**src/rtl/dmem_pkg.sv**
```systemverilog
// Shared constants and state encoding for the data-memory load/store initiator.
// The optional misalignment check is enabled by defining DMEM_MISALIGN_CHECK_EN.
package dmem_pkg;

    localparam logic [2:0] F3_B  = 3'b000;
    localparam logic [2:0] F3_H  = 3'b001;
    localparam logic [2:0] F3_W  = 3'b010;
    localparam logic [2:0] F3_BU = 3'b100;
    localparam logic [2:0] F3_HU = 3'b101;

    // [3] sign-extend, [2:0] access size (byte 001, half 011, word 111)
    localparam logic [3:0] SIGN_MASK_B   = 4'b1001;
    localparam logic [3:0] SIGN_MASK_BU  = 4'b0001;
    localparam logic [3:0] SIGN_MASK_H   = 4'b1011;
    localparam logic [3:0] SIGN_MASK_HU  = 4'b0011;
    localparam logic [3:0] SIGN_MASK_W   = 4'b1111;
    localparam logic [3:0] SIGN_MASK_ILL = 4'b0111;

    localparam logic [2:0] SIZE_HALF = 3'b011;
    localparam logic [2:0] SIZE_WORD = 3'b111;

    typedef enum logic [2:0] {
        ST_IDLE    = 3'd0,
        ST_ISSUE   = 3'd1,
        ST_WAIT_HI = 3'd2,
        ST_WAIT_LO = 3'd3,
        ST_RESP    = 3'd4
    } state_t;

    function automatic logic is_misaligned(input logic [3:0] mask, input logic [1:0] addr_lo);
        return ((mask[2:0] == SIZE_HALF) && addr_lo[0]) ||
               ((mask[2:0] == SIZE_WORD) && (addr_lo != 2'b00));
    endfunction

endpackage

```
**src/rtl/dmem_mask_enc.sv**
```systemverilog
// Maps RV32I funct3 and the store flag to the cache sign_mask encoding.
// Unsupported funct3 values fall back to a word access with no sign extension.
module dmem_mask_enc
    import dmem_pkg::*;
(
    input  logic       i_we,
    input  logic [2:0] i_funct3,
    output logic [3:0] o_sign_mask
);

    always_comb begin
        o_sign_mask = SIGN_MASK_ILL;
        if (i_we) begin
            // Stores carry no sign information; only the size matters.
            case (i_funct3)
                F3_B:    o_sign_mask = SIGN_MASK_BU;
                F3_H:    o_sign_mask = SIGN_MASK_HU;
                F3_W:    o_sign_mask = SIGN_MASK_W;
                default: o_sign_mask = SIGN_MASK_ILL;
            endcase
        end else begin
            case (i_funct3)
                F3_B:    o_sign_mask = SIGN_MASK_B;
                F3_BU:   o_sign_mask = SIGN_MASK_BU;
                F3_H:    o_sign_mask = SIGN_MASK_H;
                F3_HU:   o_sign_mask = SIGN_MASK_HU;
                F3_W:    o_sign_mask = SIGN_MASK_W;
                default: o_sign_mask = SIGN_MASK_ILL;
            endcase
        end
    end

endmodule

```
**src/rtl/dmem_initiator.sv**
```systemverilog
// Single-outstanding load/store initiator between the memory stage and the data cache.
// Define DMEM_MISALIGN_CHECK_EN to reject misaligned half/word accesses without a cache strobe.
module dmem_initiator
    import dmem_pkg::*;
#(
    parameter int STALL_TIMEOUT = 16
)
(
    input  logic        clk,
    input  logic        reset_n,
    input  logic        req_valid,
    output logic        req_ready,
    input  logic        req_we,
    input  logic [2:0]  req_funct3,
    input  logic [31:0] req_addr,
    input  logic [31:0] req_wdata,
    output logic        resp_valid,
    output logic [31:0] resp_rdata,
    output logic        resp_err,
    output logic        memread,
    output logic        memwrite,
    output logic [31:0] addr,
    output logic [31:0] write_data,
    output logic [3:0]  sign_mask,
    input  logic [31:0] read_data,
    input  logic        clk_stall,
    output logic [2:0]  o_dbg_state
);

    localparam logic [7:0] TIMEOUT_CNT = 8'(STALL_TIMEOUT);

    state_t     r_state;
    logic       r_we;
    logic       r_misalign;
    logic [7:0] r_cnt;

    logic [3:0] w_mask;
    logic       w_misalign;
    logic       w_fire;
    logic [7:0] w_cnt_next;

    dmem_mask_enc u_mask_enc (
        .i_we        (req_we),
        .i_funct3    (req_funct3),
        .o_sign_mask (w_mask)
    );

`ifdef DMEM_MISALIGN_CHECK_EN
    assign w_misalign = is_misaligned(w_mask, req_addr[1:0]);
`else
    assign w_misalign = 1'b0;
`endif

    // Handshake: a request transfers on a rising edge where req_valid and req_ready are both high;
    // the requester holds req_valid and its payload until then, and ready is never offered while busy.
    assign req_ready   = (r_state == ST_IDLE) && !clk_stall;
    assign w_fire      = req_valid && req_ready;
    assign w_cnt_next  = r_cnt + 8'd1;
    assign o_dbg_state = r_state;

    always_ff @(posedge clk or negedge reset_n) begin
        if (!reset_n) begin
            r_state    <= ST_IDLE;
            r_we       <= 1'b0;
            r_misalign <= 1'b0;
            r_cnt      <= '0;
            memread    <= 1'b0;
            memwrite   <= 1'b0;
            addr       <= '0;
            write_data <= '0;
            sign_mask  <= '0;
            resp_valid <= 1'b0;
            resp_rdata <= '0;
            resp_err   <= 1'b0;
        end else begin
            memread    <= 1'b0;
            memwrite   <= 1'b0;
            resp_valid <= 1'b0;
            case (r_state)
                ST_IDLE: begin
                    if (w_fire) begin
                        r_we       <= req_we;
                        r_misalign <= w_misalign;
                        addr       <= req_addr;
                        write_data <= req_wdata;
                        sign_mask  <= w_mask;
                        // Strobes are registered so they are high exactly during ISSUE.
                        memread    <= !req_we && !w_misalign;
                        memwrite   <= req_we && !w_misalign;
                        r_state    <= ST_ISSUE;
                    end
                end
                ST_ISSUE: begin
                    if (r_misalign) begin
                        resp_valid <= 1'b1;
                        resp_err   <= 1'b1;
                        resp_rdata <= '0;
                        r_state    <= ST_RESP;
                    end else begin
                        r_state    <= ST_WAIT_HI;
                    end
                end
                ST_WAIT_HI: begin
                    r_cnt <= w_cnt_next;
                    if (clk_stall) begin
                        r_state <= ST_WAIT_LO;
                    end else if (w_cnt_next == TIMEOUT_CNT) begin
                        resp_valid <= 1'b1;
                        resp_err   <= 1'b1;
                        resp_rdata <= '0;
                        r_state    <= ST_RESP;
                    end
                end
                ST_WAIT_LO: begin
                    if (!clk_stall) begin
                        resp_valid <= 1'b1;
                        resp_err   <= 1'b0;
                        resp_rdata <= r_we ? 32'd0 : read_data;
                        r_state    <= ST_RESP;
                    end
                end
                ST_RESP: begin
                    r_cnt      <= '0;
                    resp_err   <= 1'b0;
                    resp_rdata <= '0;
                    r_state    <= ST_IDLE;
                end
                default: begin
                    r_state <= ST_IDLE;
                end
            endcase
        end
    end

endmodule

```
**config.mk**
```make
export PLATFORM = sky130hd
export DESIGN_NAME = dmem_initiator
export DESIGN_NICKNAME = d
export VERILOG_FILES = /design/src/rtl/dmem_pkg.sv /design/src/rtl/dmem_mask_enc.sv /design/src/rtl/dmem_initiator.sv
export SDC_FILE = /design/constraint.sdc
export NUM_CORES = 1
export LEC_CHECK = 0
export CAP_MARGIN = 20
export CORE_MARGIN = 4
export CORE_UTILIZATION = 44
export CTS_CLUSTER_SIZE = 16
export DETAILED_ROUTE_END_ITERATION = 8
export GPL_ROUTABILITY_DRIVEN = 0
export PLACE_DENSITY = 0.85
export SLEW_MARGIN = 5
export SYNTH_ARGS = -nofsm -noshare
export SYNTH_HDL_FRONTEND = slang
export SYNTH_SLANG_ARGS = --single-unit
```
**constraint.sdc**
```tcl
create_clock -name clk -period 3.46 [get_ports clk]
set_input_delay 0.692 -clock clk [delete_from_list [all_inputs] [get_ports clk]]
set_output_delay 0.692 -clock clk [all_outputs]
set_load 0.03 [all_outputs]
```
==> impl_metrics.json <==
{
  "placementRows": 36,
  "drcViolationCount": 0,
  "crit_chain": "clkdlybuf4s50_1, nor4_1, clkdlybuf4s50_1",
  "clk_pin_slew_ns": 0.06,
  "synth_flop_cell": "dfrtp_1",
  "synth-seq-area-share_pct": 64.7,
  "synthCells": 311,
  "critPathBufInv": 2,
  "syn-cell-area_sq_um": 4490,
  "cp.required_ns": 2.77,
  "startpoint_type": "input pin",
  "synth-seq-cells": 116,
  "cts_setup_buffers": 0,
  "vdd_drop_max_mv": 0.562,
  "clock.fmax_mhz": 329,
  "cpLargestDelayFamily": "buffers and inverters",
  "grt_antenna_before_repair": 0,
  "slew_viol_final": 0,
  "holdBufCountCts": 0,
  "htreeDepth": 4,
  "root_buffer": "clkbuf_8",
  "synth_top_area_share_pct": 64.7,
  "maxCapViolCount": 0,
  "reg2reg_slack_ns": 1.20,
  "first_pass_iters": 4,
  "status": "finished clean",
  "fin_util_pct": 73.6,
  "total_power_uw": 7080,
  "hold_class": "input pin to async pin",
  "worst_path_most_repeated_cell": "clkdlybuf4s50_1",
  "critical_path_arrival_ns": 2.35,
  "overflow": 0,
  "ios": 212,
  "vias": 3450,
  "grtUsageTotal_pct": 21.7,
  "worstMarginPinSlew_ns": 0.886,
  "drt_wl_total_mm": 12.6,
  "ys_warn_count": 0,
  "grt_max_degree": 68,
  "crit_type": "input pin to output pin",
  "hold_violations": 0,
  "drt_iter0_markers": 213,
  "synth_edf_count": 0,
  "ant_nets": 0,
  "crit_start": "clk_stall",
  "async_flop_share_pct": 100,
  "start_util_pct": 45.5,
  "nFillCells": 612,
  "timing.final.crit_share_pct": 87.9,
  "ys_top_cells_by_area": "dfrtp_1 65%, mux2_2 16%, a22o_1 6.2%",
  "grt_use_met2_pct": 36.4,
  "drive_gt1_share_pct": 20.6,
  "leakagePower_uw": 0.00312,
  "io_buffers": 211,
  "via_per_inst": 5.14,
  "synthesis.nets": 416,
  "yosys-top-cells-count": "116 x dfrtp_1, 64 x mux2_2, 32 x a22o_1",
  "dieWidth_um": 109,
  "area_growth_pct": 61.9,
  "die_h_um": 109,
  "yosysMostFrequentCell": "dfrtp_1",
  "grt_pass1_wl_mm": 19.5,
  "core-area_sq_um": 9860,
  "cts_buffers": 17,
  "synth_area_leader_cell": "dfrtp_1",
  "max-slew-margin-rel_pct": 40.7,
  "reg2regPathDepth": 5,
  "finClkSkew_ns": 0.0161,
  "wl_per_cell_um": 18.7,
  "cp_slowest_cell": "clkdlybuf4s50_1",
  "cts.sinks": 116,
  "layout.nets": 630,
  "crit_path_max_fanout": 4,
  "grt_pass1_vias": 3754,
  "fin_crit_ns": 3.04,
  "cts_tree": "built",
  "grtUsageMet1_pct": 24.7,
  "end_kind": "output pin",
  "fin_tns_setup_ns": 0,
  "synth_cell_types": 36,
  "grt_setup_unrepaired": "no",
  "endpoint": "req_ready",
  "dp_hpwl_mm": 9.13,
  "grtUsageMet3_pct": 7.76,
  "reg2reg_to": "resp_rdata[31]",
  "cp.depth": 3,
  "cts_resized": 0,
  "slowest_delay_ns": 0.77,
  "gr-max-usage-layer": "met2",
  "setup_viol": 0,
  "r2r_start": "r_cnt[4]",
  "synth.avg_cell_area_sq_um": 14.4,
  "n_antenna_cell": 0,
  "cts_max_path_buffers": 2,
  "p_per_area_nw_per_um2": 975,
  "worstSkewPairLatency_ns": 0.51,
  "die_area_sq_um": 11900
}
[report_power, final]
part | internal, uW | total, uW | leakage, uW | switching [uW]
sequential | 1900 | 2260 | 0.00145 | 353
clock | 974 | 1610 | 0.000256 | 634
combinational | 1460 | 3220 | 0.00141 | 1760
total | 4330 | 7080 | 0.00312 | 2750
[worst min path at each step]
stage                 start              to  cells after the start
2_1_floorplan       reset_n         addr[0]                      0
3_3_place_gp   sign_mask[0]    sign_mask[0]                      1
3_5_place_dp   sign_mask[0]    sign_mask[0]                      1
4_1_cts             reset_n  write_data[16]                      1
5_1_grt             reset_n  write_data[16]                      1
6_report            reset_n  write_data[16]                      1
[metal layers]
layer | routed length, um | vias up
li1 | - | 1564
met1 | 4620 | 1687
met5 | 0 | -
met3 | 1150 | 28
met2 | 6430 | 171
met4 | 379 | 0
[placed cells by master, fill, tap and decap left out, types with 2 or more instances in the layout]
master,instances
nor2_1,11
nand2_1,13
a22o_1,32
a21oi_1,4
clkbuf_16,16
clkbuf_8,2
o31ai_1,2
clkinvlp_4,6
inv_1,3
o21ai_0,10
nand3_1,4
dfrtp_1,116
nand2_2,2
a22o_2,2
inv_6,3
o41ai_1,2
clkinv_2,2
nor3_1,2
a31oi_1,3
nor2b_1,2
mux2_2,64
clkinv_4,2
clkdlybuf4s50_1,210
buf_4,4
nand2b_1,2
[registers in the layout, indices dropped and copies added (netlist names)]
signal       cells
sign_mask        4
memwrite         1
r_cnt            8
resp_valid       1
memread          1
addr            32
resp_rdata      32
o_dbg_state      3
resp_err         1
r_we             1
write_data      32
[worst reg2reg max path, stage by stage (launching register included)]
cell	delay (ns)
dfrtp_1	0.47
nand2_1	0.13
or4_4	0.51
a221oi_4	0.41
o21ai_4	0.31
a22o_2	0.32
[stage by stage]
step	setup slack (ns)	hold slack [ns]	cell area [sq um]	cells
6_report	0.418	0.223	7260	671
2_1_floorplan	0.710	0.396	4490	311
3_5_place_dp	0.435	0.458	6710	639
3_3_place_gp	0.472	0.451	6710	639
4_1_cts	0.425	0.233	7260	671
5_1_grt	0.366	0.250	7260	671
[cell type report]
type                       instances  area, sq um  area share (%)
multi-input combinational        172         1470            20.3
clock inverter                    14          129            1.77
clock buffer                      18          428            5.89
sequential                       116         2900            40.0
timing repair buffer             215         2150            29.6
inverter                           3         11.3           0.155
tap                              133          166            2.29
[cells by family (layout without fill, tap and decap cells)]
family / count (synthesis) / count (layout) / share of synthesized area (%)
compound gates: 61 / 61 / 11.1
fa+ha+maj: 1 / 1 / 0.279
simple gates: 45 / 45 / 5.05
flops: 116 / 116 / 64.7
mux: 64 / 64 / 16.1
buf+inv: 23 / 250 / 2.65
xor+xnor: 1 / 1 / 0.195
Note: power is estimated with default switching activity, not from simulation.
